File: config.mk
export PLATFORM = sky130hd
export DESIGN_NAME = repsub_divider_flat
export DESIGN_NICKNAME = d
export VERILOG_FILES = /design/src/rtl/div_pkg.sv /design/src/rtl/repsub_divider_if.sv /design/src/rtl/repsub_div_datapath.sv /design/src/rtl/repsub_divider.sv /design/src/flat_wrapper.sv
export SDC_FILE = /design/constraint.sdc
export NUM_CORES = 1
export LEC_CHECK = 0
export CAP_MARGIN = 20
export CORE_ASPECT_RATIO = 1.75
export CORE_UTILIZATION = 40
export DETAILED_ROUTE_END_ITERATION = 8
export GPL_TIMING_DRIVEN = 0
export PLACE_DENSITY_LB_ADDON = 0.2
export SETUP_SLACK_MARGIN = 0.1
export SYNTH_ARGS = -nofsm -noshare
export SYNTH_HDL_FRONTEND = slang
export SYNTH_HIERARCHICAL = 1
export SYNTH_SLANG_ARGS = --single-unit
File: constraint.sdc
create_clock -name clk -period 6.1 [get_ports clk]
set_input_delay 1.22 -clock clk [delete_from_list [all_inputs] [get_ports clk]]
set_output_delay 1.22 -clock clk [all_outputs]
set_load 0.02 [all_outputs]
File: src/rtl/div_pkg.sv
// Shared types for the repeated-subtraction divider: FSM states, datapath
// control strobes and the default operand width.
package div_pkg;

    localparam int DIV_WIDTH = 16;

    typedef enum logic [1:0] {
        S_IDLE   = 2'd0,
        S_LOAD_D = 2'd1,
        S_ITER   = 2'd2,
        S_DONE   = 2'd3
    } div_state_t;

    // One strobe per datapath action; at most one is high in any cycle.
    typedef struct packed {
        logic load_r;
        logic load_d;
        logic step;
        logic q_fill;
    } dp_ctrl_t;

endpackage

File: src/rtl/repsub_divider_if.sv
// Request/result bundle of the divider: operand bus in, status and result out.
interface repsub_divider_if import div_pkg::*; #(
    parameter int WIDTH = DIV_WIDTH
) ();

    // start is a one-cycle request, accepted only while the divider is idle
    // or done; it is never queued. data_in carries the dividend with start and
    // the divisor in the following cycle. done stays high with a stable
    // quotient/remainder/div_by_zero until the next accepted start or reset.
    logic             start;
    logic [WIDTH-1:0] data_in;
    logic             busy;
    logic             done;
    logic             div_by_zero;
    logic [WIDTH-1:0] quotient;
    logic [WIDTH-1:0] remainder;

    modport master (
        output start, data_in,
        input  busy, done, div_by_zero, quotient, remainder
    );

    modport slave (
        input  start, data_in,
        output busy, done, div_by_zero, quotient, remainder
    );

endinterface

File: src/rtl/repsub_div_datapath.sv
// Remainder/divisor/quotient registers with the subtractor, >= comparator
// and divisor zero detect, stepped by strobes from the divider FSM.
module repsub_div_datapath import div_pkg::*; #(
    parameter int WIDTH = DIV_WIDTH
) (
    input  logic             clk,
    input  logic             rst,
    input  dp_ctrl_t         ctrl,
    input  logic [WIDTH-1:0] data_in,
    output logic             r_ge_d,
    output logic             d_is_zero,
    output logic [WIDTH-1:0] r_out,
    output logic [WIDTH-1:0] q_out
);

    localparam logic [WIDTH-1:0] ONE = WIDTH'(1);

    logic [WIDTH-1:0] r_q, r_d;
    logic [WIDTH-1:0] d_q, d_d;
    logic [WIDTH-1:0] q_q, q_d;
    logic [WIDTH-1:0] diff;

    // The FSM only steps when r_ge_d, so diff never wraps when it is used.
    assign diff      = r_q - d_q;
    assign r_ge_d    = (r_q >= d_q);
    assign d_is_zero = (d_q == '0);

    always_comb begin
        r_d = r_q;
        d_d = d_q;
        q_d = q_q;
        if (ctrl.load_r) begin
            r_d = data_in;
            q_d = '0;
        end
        if (ctrl.load_d) begin
            d_d = data_in;
        end
        if (ctrl.step) begin
            r_d = diff;
            q_d = q_q + ONE;
        end
        if (ctrl.q_fill) begin
            q_d = '1;
        end
    end

    always_ff @(posedge clk) begin
        if (rst) begin
            r_q <= '0;
            d_q <= '0;
            q_q <= '0;
        end else begin
            r_q <= r_d;
            d_q <= d_d;
            q_q <= q_d;
        end
    end

    assign r_out = r_q;
    assign q_out = q_q;

endmodule

File: src/rtl/repsub_divider.sv
// Unsigned repeated-subtraction divider: FSM sequencing operand capture and
// one subtract per cycle, with a start/done handshake on the interface.
module repsub_divider import div_pkg::*; #(
    parameter int WIDTH = DIV_WIDTH
) (
    input  logic             clk,
    input  logic             rst,
    repsub_divider_if.slave  bus,
    output div_state_t       dbg_state
);

    div_state_t       state_q, state_d;
    logic             dbz_q, dbz_d;
    dp_ctrl_t         ctrl;
    logic             r_ge_d;
    logic             d_is_zero;
    logic [WIDTH-1:0] r_val;
    logic [WIDTH-1:0] q_val;

    repsub_div_datapath #(.WIDTH(WIDTH)) u_datapath (
        .clk       (clk),
        .rst       (rst),
        .ctrl      (ctrl),
        .data_in   (bus.data_in),
        .r_ge_d    (r_ge_d),
        .d_is_zero (d_is_zero),
        .r_out     (r_val),
        .q_out     (q_val)
    );

    always_ff @(posedge clk) begin
        if (rst) begin
            state_q <= S_IDLE;
            dbz_q   <= 1'b0;
        end else begin
            state_q <= state_d;
            dbz_q   <= dbz_d;
        end
    end

    always_comb begin
        state_d = state_q;
        dbz_d   = dbz_q;
        ctrl    = '0;
        case (state_q)
            S_IDLE, S_DONE: begin
                if (bus.start) begin
                    ctrl.load_r = 1'b1;
                    dbz_d       = 1'b0;
                    state_d     = S_LOAD_D;
                end
            end
            S_LOAD_D: begin
                ctrl.load_d = 1'b1;
                state_d     = S_ITER;
            end
            S_ITER: begin
                // Zero divisor short-circuits: remainder keeps the dividend.
                if (d_is_zero) begin
                    ctrl.q_fill = 1'b1;
                    dbz_d       = 1'b1;
                    state_d     = S_DONE;
                end else if (r_ge_d) begin
                    ctrl.step = 1'b1;
                end else begin
                    state_d = S_DONE;
                end
            end
            default: begin
                state_d = S_IDLE;
            end
        endcase
    end

    assign bus.busy        = (state_q == S_LOAD_D) || (state_q == S_ITER);
    assign bus.done        = (state_q == S_DONE);
    assign bus.div_by_zero = dbz_q;
    assign bus.quotient    = q_val;
    assign bus.remainder   = r_val;
    assign dbg_state       = state_q;

endmodule
File: src/flat_wrapper.sv
// flat-port wrapper written by rule: the top's interface ports become plain ports
module repsub_divider_flat import div_pkg::*;
#(
    parameter int WIDTH = DIV_WIDTH
)
  (clk, rst, dbg_state, bus_start, bus_data_in, bus_busy, bus_done, bus_div_by_zero, bus_quotient, bus_remainder);
  repsub_divider_if #(.WIDTH(WIDTH)) bus_i ();
  input  logic clk;
  input  logic rst;
  output div_state_t dbg_state;
  input wire logic [$bits(bus_i.start)-1:0] bus_start;
  input wire logic [$bits(bus_i.data_in)-1:0] bus_data_in;
  output wire logic [$bits(bus_i.busy)-1:0] bus_busy;
  output wire logic [$bits(bus_i.done)-1:0] bus_done;
  output wire logic [$bits(bus_i.div_by_zero)-1:0] bus_div_by_zero;
  output wire logic [$bits(bus_i.quotient)-1:0] bus_quotient;
  output wire logic [$bits(bus_i.remainder)-1:0] bus_remainder;
  assign bus_i.start = bus_start;
  assign bus_i.data_in = bus_data_in;
  assign bus_busy = bus_i.busy;
  assign bus_done = bus_i.done;
  assign bus_div_by_zero = bus_i.div_by_zero;
  assign bus_quotient = bus_i.quotient;
  assign bus_remainder = bus_i.remainder;
  repsub_divider #(.WIDTH(WIDTH)) u_core (.clk(clk), .rst(rst), .bus(bus_i), .dbg_state(dbg_state));
endmodule
# After elaboration in Yosys (flattened, before gate mapping)
# Cells that the tools add are included.
# op_classes
n_mux	19
reduce_logical	9
eq_ne	6
add_sub_neg	2
order_cmp	1
# op_table
cell	n
2-to-1 mux 16 bit	5
adder 16 x 1 -> 16 bit (second input constant)	1
>= comparator 16 bit	1
zero test 16 bit	1
subtractor 16 bit	1
2-to-1 mux 1 bit	8
2-to-1 mux 2 bit	4
case mux 2 bit (3 select lines)	1
equality test 2 bit (second input constant)	2
nonzero test 2 bit	2
!= test 3 bit (second input constant)	1
AND reduction 3 bit	1
nonzero test 3 bit	1
equality test 2 x 1 -> 1 bit (second input constant)	1
zero test 2 bit	1
!= test 2 x 1 -> 1 bit (second input constant)	1
!= test 2 bit (second input constant)	1
case mux 1 bit (2 select lines)	1
AND reduction 2 bit	1
OR reduction 2 bit	1
logical OR 1 bit	1
# totals
in_bits	19
output_inout_bits	37
regBits	51
elab_cells	42

# Depth between registers and ports, before layout
# Gate-level depths: netlist (run 1).
# depth
word_depth	6
ltp_mapped	16

# Cells and area by module
# The synthesis (run 1) kept the hierarchy.
# modules_own_cells
mod	instances	cells_per_inst	seq_area_each_um2	area_each_um2
repsub_div_datapath	1	358	960.9	2935.3
repsub_divider	1	24	60.1	216.5

# Worst setup path after synthesis (run 1)
# OpenSTA, ideal clock, no wires.
# synth_timing
path_kind	flip-flop to flip-flop
start	register u_core.u_datapath.r_q[0], in the netlist u_core/u_datapath/r_out[0]
end	register u_core.u_datapath.r_q[13], in the netlist u_core/u_datapath/r_out[13]
stages_incl_launch_ff	17
period_less_slack_ns	3.042
arrival_time_ns	2.911
slack_ns	3.058
setup_ns	0.131
path_cell_list	dfxtp_1 -> inv_1 -> ha_1 -> fa_1 -> nor2b_1 -> o21bai_1 -> a21oi_1 -> o31a_1 -> o211ai_1 -> nand2_1 -> nand3b_4 -> inv_2 -> clkbuf_1 -> buf_1 -> nor3_1 -> nor2_1 -> o311ai_1
# synth_rtl
item	line_no	rtl
from (decl)	repsub_div_datapath.sv:18	logic [WIDTH-1:0] r_q, r_d;
from (signal assigned)	repsub_div_datapath.sv:54	r_q <= r_d;

==> run summary, run 1 <==
Reg area = 1020 sq um
vias per cell = 5.70
setup bufs post-CTS = 0
Avg Cell Area, Syn = 8.25 sq um
Die ar. = 8250 sq um
f_max = 0.269 GHz
pwr dens = 620 nW/um^2
Worst Hold Class = reg2reg
Die X = 69.1 um
chip height = 119 um
clock latency on the worst-skew pair = 290 ps
WS Path Type = reg2reg
final wirelength = 8.92 mm
first-pass GRT wire length = 14.3 mm
Synth Net Count = 423
n_diodes = 0
total track usage = 21.9%
largest cells by area after synthesis = dfxtp_1 (32%), ha_1 (8.3%), mux2i_1 (7.6%)
Routability Congestion = 0.875
Setup WS post-layout = 2380 ps
Post-DP HPWL = 6.85 mm
Power, Total = 2.46 mW
Max FO, Critical Path = 10
Post-synth top cells = dfxtp_1 (51), nor2_1 (34), a21oi_1 (32)
fillers = 757
DRC = 0
Synth cell types = 53
cell with the most instances after synthesis = dfxtp_1
Post-synth ARST share = 0%
dpl cells = 525
pre-CTS WS = 2380 ps
CTS clk-pin slew, worst paths = 70 ps
Pint = 1.30 mW
cell taking the most area after synthesis = dfxtp_1
non-filler cells, final = 533
Worst EP arrival = 3890 ps
CTS max path bufs = 2
P_leak = 1.51 nW
Startpoint Class = register
Post-synth EDFFs = 0
VDD IR max = 318 uV
area of the multi-input gates = 1950 sq um
RSZ-0062 raised after global routing = false
setup violators final = 0
synthesized area = 3150 sq um
Max-Cap Viols = 0
wire per inst = 16.7 um
layout cell share with drive strength beyond 1 = 4.72%
Mapped Cells = 382
# rows = 42
Num Clock Sinks = 51
Clock Tree Root = clkbuf_16
initial antenna violation count = 0
fin. max-slew vios = 0
vias in the first global route = 2969
Final Cycle Share = 61.0%
Starting DRT DRC Count = 107
Std-Cell Core Area = 7620 sq um
prevailing post-synth register cell = dfxtp_1
worst path required time = 6270 ps
layout overhead on the synthesized area = 25.8%
worst slew pin tran = 711 ps
switch share = 47.2%
Critical Path End Type = register
Synth top area share = 32.4%
Final min period = 3720 ps
Final ANT Viol Nets = 0
combinational share of power = 66.1%
1st-pass router iterations = 4
nets@finish = 485
Final Hold Fails = 0
CTS tree = yes
Starting Density = 41.4%
Port-buffer cells = 55
sequential fraction of the synthesis area = 32.4%
status = completed
CTS Buf Count = 5
Clock power frac = 11.9%
cts repair resizes = 0
pin count of the biggest net entering global routing = 16
H-tree levels = 2
number of synthesized register bits = 51
Hold Buf Count CTS = 0
Flop pwr share = 22.0%
Worst Skew = 6.21 ps
GRT overflow = 0
vias = 3037
Rel. slew slack = 52.2%
Psw = 1.16 mW
Top Ports = 56
Yosys warning count = 6
TNS Setup = 0 ps
worst max-delay path: stages (launching register included):
cell	delay [ps]
dfxtp_1	340
inv_1	60
ha_1	220
fa_1	410
nor2b_1	180
o21bai_1	100
a21oi_1	300
o31a_1	270
o211ai_1	120
nand2_1	140
nand3b_4	120
inv_2	100
clkbuf_1	380
buf_1	520
nor3_1	130
nor2_1	120
o311ai_1	90
metrics by stage:
| step | utilization [%] | hold WS (ps) | cell area (sq um) |
|---|---|---|---|
| 3_3_place_gp | 50.0 | 498 | 3810 |
| 5_1_grt | 52.0 | 549 | 3960 |
| 3_5_place_dp | 50.0 | 516 | 3810 |
| 2_1_floorplan | - | 483 | 3150 |
| 6_report | 52.0 | 526 | 3960 |
| 4_1_cts | 52.0 | 526 | 3960 |
final timing paths:
check,startpoint,to,slack [ps],depth (start not counted)
hold / removal,u_core/u_datapath/q_out[1],u_core/u_datapath/q_out[1],530,2
hold reg to reg,u_core/u_datapath/q_out[1],u_core/u_datapath/q_out[1],530,2
setup reg to reg,u_core/u_datapath/r_out[0],u_core/u_datapath/r_out[13],2380,16
setup / recovery,u_core/u_datapath/r_out[0],u_core/u_datapath/r_out[13],2380,16
kinds of logic after synthesis:
group / after synthesis / synth area share (%)
compound gates: 105 / 21.2
xor+xnor: 11 / 3.06
fa+ha+maj: 22 / 8.97
buf+inv: 46 / 5.60
flops: 51 / 32.4
mux: 24 / 7.62
simple gates: 123 / 21.2
state kept, by name (all words and copies together), names as in the netlist:
register	flops
u_core/u_datapath/q_out	16
u_core/bus.div_by_zero	1
u_core/dbg_state	2
u_core/u_datapath/d_q	16
u_core/u_datapath/r_out	16
per-layer routing:
layer | vias up | track usage (%) | part of all wire, %
met1 | 1444 | 23.0 | 39
met5 | - | 0 | 0
met2 | 69 | 40.6 | 55
li1 | 1505 | - | -
met3 | 19 | 3.38 | 3.3
met4 | 0 | 12.0 | 3.5
power groups by stage:
stage | combinational (mW) | sequential (mW) | clock (mW)
2_1_floorplan | 1.07 | 0.614 | 0
3_5_place_dp | 1.61 | 0.548 | 0
5_1_grt | 1.79 | 0.556 | 0.309
3_3_place_gp | 1.61 | 0.546 | 0
4_1_cts | 1.63 | 0.542 | 0.299
6_report | 1.62 | 0.539 | 0.293
cells in the final DEF (no fill, tap or decap), types with 12 or more instances in the layout:
master / instances
clkdlybuf4s50_1: 55
dfxtp_1: 51
nor2_1: 34
a21oi_1: 32
inv_1: 25
mux2i_1: 24
nand2_1: 23
ha_1: 21
a211oi_1: 20
clkbuf_1: 14
a31oi_1: 12
layout make-up:
type                    instances  area share [%]
inverters                      28            2.65
clock buffers                   7            3.60
plain buffers                  18            1.80
repair buffers                 55            13.9
clock inverters                 1           0.221
flip-flops and latches         51            25.8
multi-input cells             285            49.3
well taps                      88            2.78
Power figures use the tool's default switching activity.
==> run 2, diff against run 1 <==
- clock period: 6.1 -> 3.2 ns (I/O delays scaled with it)
==> run summary, run 2 (synthesis gave the netlist of run 1 again) <==
worst path cell trace = inv_1 -> ha_2 -> fa_2 -> nor2b_4 -> o21bai_1 -> a21oi_2 -> o31a_1 -> o211ai_1 -> nand2_1 -> nand3b_4 -> inv_4 -> nand2b_4 -> or4_1 -> o32ai_1 -> nand2b_1 (was inv_1 -> ha_1 -> fa_1 -> nor2b_1 -> o21bai_1 -> a21oi_1 -> o31a_1 -> o211ai_1 -> nand2_1 -> nand3b_4 -> inv_2 -> clkbuf_1 -> buf_1 -> nor3_1 -> nor2_1 -> o311ai_1)
first-pass GRT wire length = 14.4 mm (was 14.3 mm)
vias in the first global route = 2988 (was 2969)
fillers = 757 (unchanged)
Std-Cell Core Area = 7620 sq um (unchanged)
Max FO, Critical Path = 4 (was 10)
chip height = 119 um (unchanged)
Final Hold Fails = 0 (unchanged)
Worst Skew = 6.79 ps (was 6.21 ps)
vias = 3053 (was 3037)
vias per cell = 5.69 (was 5.70)
RSZ-0062 raised after global routing = false (unchanged)
pwr dens = 1200 nW/um^2 (was 620 nW/um^2)
Final min period = 2910 ps (was 3720 ps)
status = completed (unchanged)
pin count of the biggest net entering global routing = 16 (unchanged)
Post-DP HPWL = 6.85 mm (unchanged)
Rel. slew slack = 52.3% (was 52.2%)
Worst Hold Class = reg2reg (unchanged)
Top Ports = 56 (unchanged)
most common cell after layout, fill and taps aside = clkdlybuf4s50_1 (unchanged)
Routability Congestion = 0.875 (unchanged)
Starting Density = 41.4% (unchanged)
area of the multi-input gates = 1980 sq um (was 1950 sq um)
most frequent cells in the layout = clkdlybuf4s50_1 (55), dfxtp_1 (51), nor2_1 (34) (unchanged)
VDD IR max = 645 uV (was 318 uV)
DRC = 0 (unchanged)
slowest cell on the critical path = or4_1 (was buf_1)
clock latency on the worst-skew pair = 290 ps (about the same)
WS Path Type = reg2reg (unchanged)
Startpoint Class = register (unchanged)
n_diodes = 0 (unchanged)
Final Cycle Share = 91.0% (was 61.0%)
Critical Path End Type = register (unchanged)
CTS max path bufs = 2 (unchanged)
final wirelength = 8.91 mm (was 8.92 mm)
Reg area = 1020 sq um (unchanged)
dpl cells = 525 (unchanged)
Starting DRT DRC Count = 141 (was 107)
GRT overflow = 0 (unchanged)
Die ar. = 8250 sq um (unchanged)
CTS clk-pin slew, worst paths = 70 ps (about the same)
Hold Path Origin = u_core/u_datapath/q_out[1] (unchanged)
setup violators final = 0 (unchanged)
worst path required time = 3430 ps (was 6270 ps)
CTS Buf Count = 5 (unchanged)
CTS tree = yes (unchanged)
Clock Tree Root = clkbuf_16 (unchanged)
wire per inst = 16.6 um (was 16.7 um)
r2r endpoint = u_core/u_datapath/r_out[15] (was u_core/u_datapath/r_out[13])
CP peak stage delay = 500 ps (was 520 ps)
Die X = 69.1 um (unchanged)
nets@finish = 489 (was 485)
initial antenna violation count = 0 (unchanged)
total track usage = 21.9% (about the same)
P_leak = 1.57 nW (was 1.51 nW)
CP Buf/Inv Count = 2 (was 4)
non-filler cells, final = 537 (was 533)
H-tree levels = 2 (unchanged)
Port-buffer cells = 55 (unchanged)
Num Clock Sinks = 51 (unchanged)
CP top delay family = simple AND/OR/NAND/NOR gates (was buffers and inverters)
Final ANT Viol Nets = 0 (unchanged)
1st-pass router iterations = 4 (unchanged)
Max-Cap Viols = 0 (unchanged)
Worst EP arrival = 3150 ps (was 3890 ps)
WHS Endpoint = u_core/u_datapath/q_out[1] (unchanged)
Hold Path Stages = 2 (unchanged)
Power, Total = 4.83 mW (was 2.46 mW)
layout cell share with drive strength beyond 1 = 8.24% (was 4.72%)
worst reg-to-reg path cell count = 15 (was 16)
f_max = 0.343 GHz (was 0.269 GHz)
worst slew pin tran = 709 ps (was 711 ps)
# rows = 42 (unchanged)
fin. max-slew vios = 0 (unchanged)
layout overhead on the synthesized area = 28.2% (was 25.8%)
R2R setup slack = 290 ps (was 2380 ps)
Worst R2R Start = u_core/u_datapath/r_out[0] (unchanged)
## run 2: where the power goes
group,internal [mW],switching (mW),total (mW)
registers,0.834,0.195,1.03
clock network,0.314,0.244,0.558
logic,1.44,1.80,3.24
total,2.59,2.24,4.83
## run 2: layout make-up
| class | instances | share of cell area [%] |
|---|---|---|
| multi-input combinational | 285 | 49.0 |
| sequential | 51 | 25.3 |
| timing repair buffer | 59 | 14.4 |
| clock buffer | 7 | 3.53 |
| tap | 88 | 2.73 |
| inverter | 28 | 2.66 |
| buffer | 18 | 2.26 |
| clock inverter | 1 | 0.217 |
## run 2: metal layers
layer / track usage, % / vias to the layer above / wire length [um]
li1: - / 1510 / -
met1: 22.9 / 1458 / 3430
met2: 40.6 / 63 / 4860
met3: 3.38 / 22 / 262
met4: 12.4 / 0 / 351
met5: 0 / - / 0
## run 2: tightest hold or removal path, cell delays in order, from the launching register on
cell and delay, ps:
dfxtp_1 350, nand3_1 80, a21oi_1 60
## run 2: what timing repair did
action,in CTS,in global routing
pin swaps,2,4
hold buffers,0,0
setup buffers,2,2
endpoints found under the setup margin,31,31
resized for setup,8,15
## run 2: how the worst max path moves through the flow
| stage | start | endpoint | slack [ps] | cells past startpoint |
|---|---|---|---|---|
| global placement | u_core/u_datapath/r_out[0] | u_core/u_datapath/r_out[13] | -550 | 16 |
| detailed placement | u_core/u_datapath/r_out[0] | u_core/u_datapath/r_out[13] | -520 | 16 |
| finish | u_core/u_datapath/r_out[0] | u_core/u_datapath/r_out[15] | 290 | 15 |
| global route | u_core/u_datapath/r_out[0] | u_core/u_datapath/r_out[15] | 130 | 15 |
| floorplan | u_core/u_datapath/r_out[0] | u_core/u_datapath/r_out[13] | 160 | 16 |
| CTS | u_core/u_datapath/r_out[0] | u_core/u_datapath/r_out[15] | 100 | 15 |
## run 2: per-stage QoR
stage | utilization (%) | hold WS [ps] | setup WS [ps] | setup TNS [ps] | cell area, sq um
finish | 53.0 | 526 | 287 | 0 | 4040
global route | 53.0 | 549 | 131 | 0 | 4040
floorplan | - | 483 | 158 | 0 | 3150
CTS | 52.4 | 526 | 103 | 0 | 3990
global placement | 50.0 | 498 | -549 | -9080 | 3810
detailed placement | 50.0 | 516 | -523 | -8920 | 3810
==> run 3, diff against run 2 <==
- CTS_BUF_LIST: unset -> sky130_fd_sc_hd__clkbuf_4 sky130_fd_sc_hd__clkbuf_8
- SYNTH_HIERARCHICAL: 1 -> unset
- clock period: 3.2 -> 2.5 ns (I/O delays scaled with it)
==> run summary, run 3 <==
Clock Tree Root = clkbuf_8 (was clkbuf_16)
CP peak stage delay = 380 ps (was 500 ps)
final core occ = 56.2% (was 53.0%)
prevailing post-synth register cell = dfxtp_1 (unchanged)
CTS Buf Count = 5 (unchanged)
dpl cells = 564 (was 525)
Top Ports = 56 (unchanged)
area of the multi-input gates = 2340 sq um (was 1980 sq um)
Final Cycle Share = 101% (was 91.0%)
worst slew pin tran = 827 ps (was 709 ps)
first-pass GRT wire length = 16.5 mm (was 14.4 mm)
nets@finish = 538 (was 489)
Startpoint Class = register (unchanged)
pin count of the biggest net entering global routing = 16 (unchanged)
placed cell areas = 4020 sq um (was 3810 sq um)
chip height = 123 um (was 119 um)
Starting Density = 42.0% (was 41.4%)
worst path required time = 2750 ps (was 3430 ps)
CTS tree = yes (unchanged)
non-filler cells, final = 588 (was 537)
Post-DP HPWL = 7.63 mm (was 6.85 mm)
post-route cell area = 4500 sq um (was 4040 sq um)
WHS = 506 ps (was 526 ps)
Die X = 71.3 um (was 69.1 um)
f_max = 0.397 GHz (was 0.343 GHz)
Std-Cell Core Area = 8020 sq um (was 7620 sq um)
Reg area = 1030 sq um (was 1020 sq um)
# rows = 43 (was 42)
CTS max path bufs = 2 (unchanged)
Max FO, Critical Path = 5 (was 4)
Routability Congestion = 0.928 (was 0.875)
cell mode on critical path = buf_6
Num Clock Sinks = 51 (unchanged)
RSZ-0062 raised after global routing = true (was false)
Post-synth EDFFs = 0 (unchanged)
Final min period = 2520 ps (was 2910 ps)
Final Hold Fails = 0 (unchanged)
Worst Hold Class = reg2reg (unchanged)
setup violators final = 6 (was 0)
Synth cell types = 46 (was 53)
vias per cell = 5.82 (was 5.69)
clock latency on the worst-skew pair = 330 ps (was 290 ps)
Yosys warning count = 0 (was 6)
Synth top area share = 30.4% (was 32.4%)
n_diodes = 0 (unchanged)
DRC = 4 (was 0)
Post-synth ARST share = 0% (unchanged)
cell with the most instances after synthesis = dfxtp_1 (unchanged)
status = finished, violations left (was completed)
slowest cell on the critical path = fa_2 (was or4_1)
sequential fraction of the synthesis area = 30.4% (was 32.4%)
cell taking the most area after synthesis = dfxtp_1 (unchanged)
Port-buffer cells = 53 (was 55)
final wirelength = 10.6 mm (was 8.91 mm)
fin. max-slew vios = 0 (unchanged)
WS Path Type = reg2reg (unchanged)
Synth Net Count = 462 (was 423)
synthesized area = 3360 sq um (was 3150 sq um)
layout overhead on the synthesized area = 33.9% (was 28.2%)
vias = 3421 (was 3053)
pwr dens = 1390 nW/um^2 (was 1200 nW/um^2)
largest cells by area after synthesis = dfxtp_1 (30%), ha_1 (7.8%), nand2_1 (5.2%) (was dfxtp_1 (32%), ha_1 (8.3%), mux2i_1 (7.6%))
Critical Path End Type = register (unchanged)
P_leak = 1.70 nW (was 1.57 nW)
Post-synth top cells = dfxtp_1 (51), nand2_1 (47), nor2_1 (39) (was dfxtp_1 (51), nor2_1 (34), a21oi_1 (32))
Setup WS post-layout = -19.1 ps (was 287 ps)
fillers = 747 (was 757)
Die ar. = 8790 sq um (was 8250 sq um)
Worst Skew = 12.8 ps (was 6.79 ps)
number of synthesized register bits = 51 (unchanged)
Rel. slew slack = 44.8% (was 52.3%)
Avg Cell Area, Syn = 7.99 sq um (was 8.25 sq um)
most common cell after layout, fill and taps aside = clkdlybuf4s50_1 (unchanged)
VDD IR max = 683 uV (was 645 uV)
CTS clk-pin slew, worst paths = 110 ps (was 70 ps)
Worst EP arrival = 2770 ps (was 3150 ps)
GRT overflow = 0 (unchanged)
Power, Total = 6.28 mW (was 4.83 mW)
1st-pass router iterations = 7 (was 4)
wire per inst = 18.1 um (was 16.6 um)
layout cell share with drive strength beyond 1 = 16.5% (was 8.24%)
Starting DRT DRC Count = 229 (was 141)
most frequent cells in the layout = clkdlybuf4s50_1 (52), dfxtp_1 (47), nand2_1 (45) (was clkdlybuf4s50_1 (55), dfxtp_1 (51), nor2_1 (34))
Mapped Cells = 421 (was 382)
vias in the first global route = 3375 (was 2988)
Max-Cap Viols = 0 (unchanged)
initial antenna violation count = 0 (unchanged)
H-tree levels = 2 (unchanged)
failing checks = DRC, setup timing
total track usage = 24.8% (was 21.9%)
worst path cell trace = inv_4 -> ha_4 -> fa_2 -> nand2b_4 -> a21o_1 -> a2111oi_4 -> o31a_1 -> buf_6 -> buf_6 -> buf_6 -> nand2b_1 -> a31oi_1 (was inv_1 -> ha_2 -> fa_2 -> nor2b_4 -> o21bai_1 -> a21oi_2 -> o31a_1 -> o211ai_1 -> nand2_1 -> nand3b_4 -> inv_4 -> nand2b_4 -> or4_1 -> o32ai_1 -> nand2b_1)
Final ANT Viol Nets = 0 (unchanged)
run 3: changes by cell type in the layout (fill, tap and decap cells not counted), sizes merged, moves of 6 or more:
| cell | change |
|---|---|
| nand2 | +24 |
| buf | +14 |
| xnor2 | +14 |
| and3 | +10 |
| mux2i | -8 |
| nand3 | +7 |
| a21oi | -6 |
| and2 | -6 |
run 3: layer usage:
layer	vias up	part of all wire, %	track usage (%)
met2	77	56	49.8
met5	-	0	0
met1	1663	37	24.6
met4	0	3.5	10.0
li1	1660	-	-
met3	21	2.9	3.59
run 3: worst paths after layout:
path | from | end | slack [ps] | depth (start not counted)
setup reg to reg | u_core.u_datapath.r_out[0] | u_core.u_datapath.q_out[0] | -20 | 12
setup / recovery | u_core.u_datapath.r_out[0] | u_core.u_datapath.q_out[0] | -20 | 12
hold / removal | u_core.dbg_state[0] | u_core.dbg_state[0] | 510 | 2
hold reg to reg | u_core.dbg_state[0] | u_core.dbg_state[0] | 510 | 2
run 3: kinds of logic after synthesis:
kind of cell | Yosys count | share of synthesized area, %
and+or+nand+nor | 147 | 20.2
AOI/OAI and AO/OA | 108 | 22.6
DFF | 51 | 30.4
buffers and inverters | 49 | 6.25
xor gates and xnor gates | 26 | 6.77
adders and majority gates | 22 | 8.41
muxes | 18 | 5.43
run 3: critical path: cells and delay by family, from the launching register on:
family	cells	cell delay [ps]
adder cells (fa/ha/maj)	2	530
AO/OA/AOI/OAI	4	930
AND/OR/NAND/NOR	2	200
flip-flops	1	370
buffers and inverters	4	390
run 3: metrics by stage:
step / worst slack (ps) / TNS [ps]
after floorplan: 96.4 / 0
after CTS: 9.54 / 0
final: -19.1 / -58.7
after global placement: -219 / -3690
after global routing: -100 / -1760
after detailed placement: -213 / -3990
run 3: final cells by class:
cell class                      instances  area share [%]
Buffer                                 23            3.08
Sequential cell                        51            22.8
Inverter                               25            2.14
Timing Repair Buffer                   70            15.4
Clock buffer                            7            2.00
Clock inverter                          1           0.111
Multi-Input combinational cell        321            51.9
Tap cell                               90            2.50
run 3: timing repair:
action                     4_1_cts  5_1_grt
resized for setup               34       28
hold buffers                     0        0
setup endpoints to repair       35       35
pin swaps                       21       13
buffers inserted                12        2
gates cloned                     3        0
run 3: power breakdown:
part           total (mW)  internal (mW)  switching, mW
Combinational        4.43           1.91           2.51
Sequential           1.31           1.05          0.262
Clock               0.541          0.236          0.306
Total                6.28           3.20           3.08
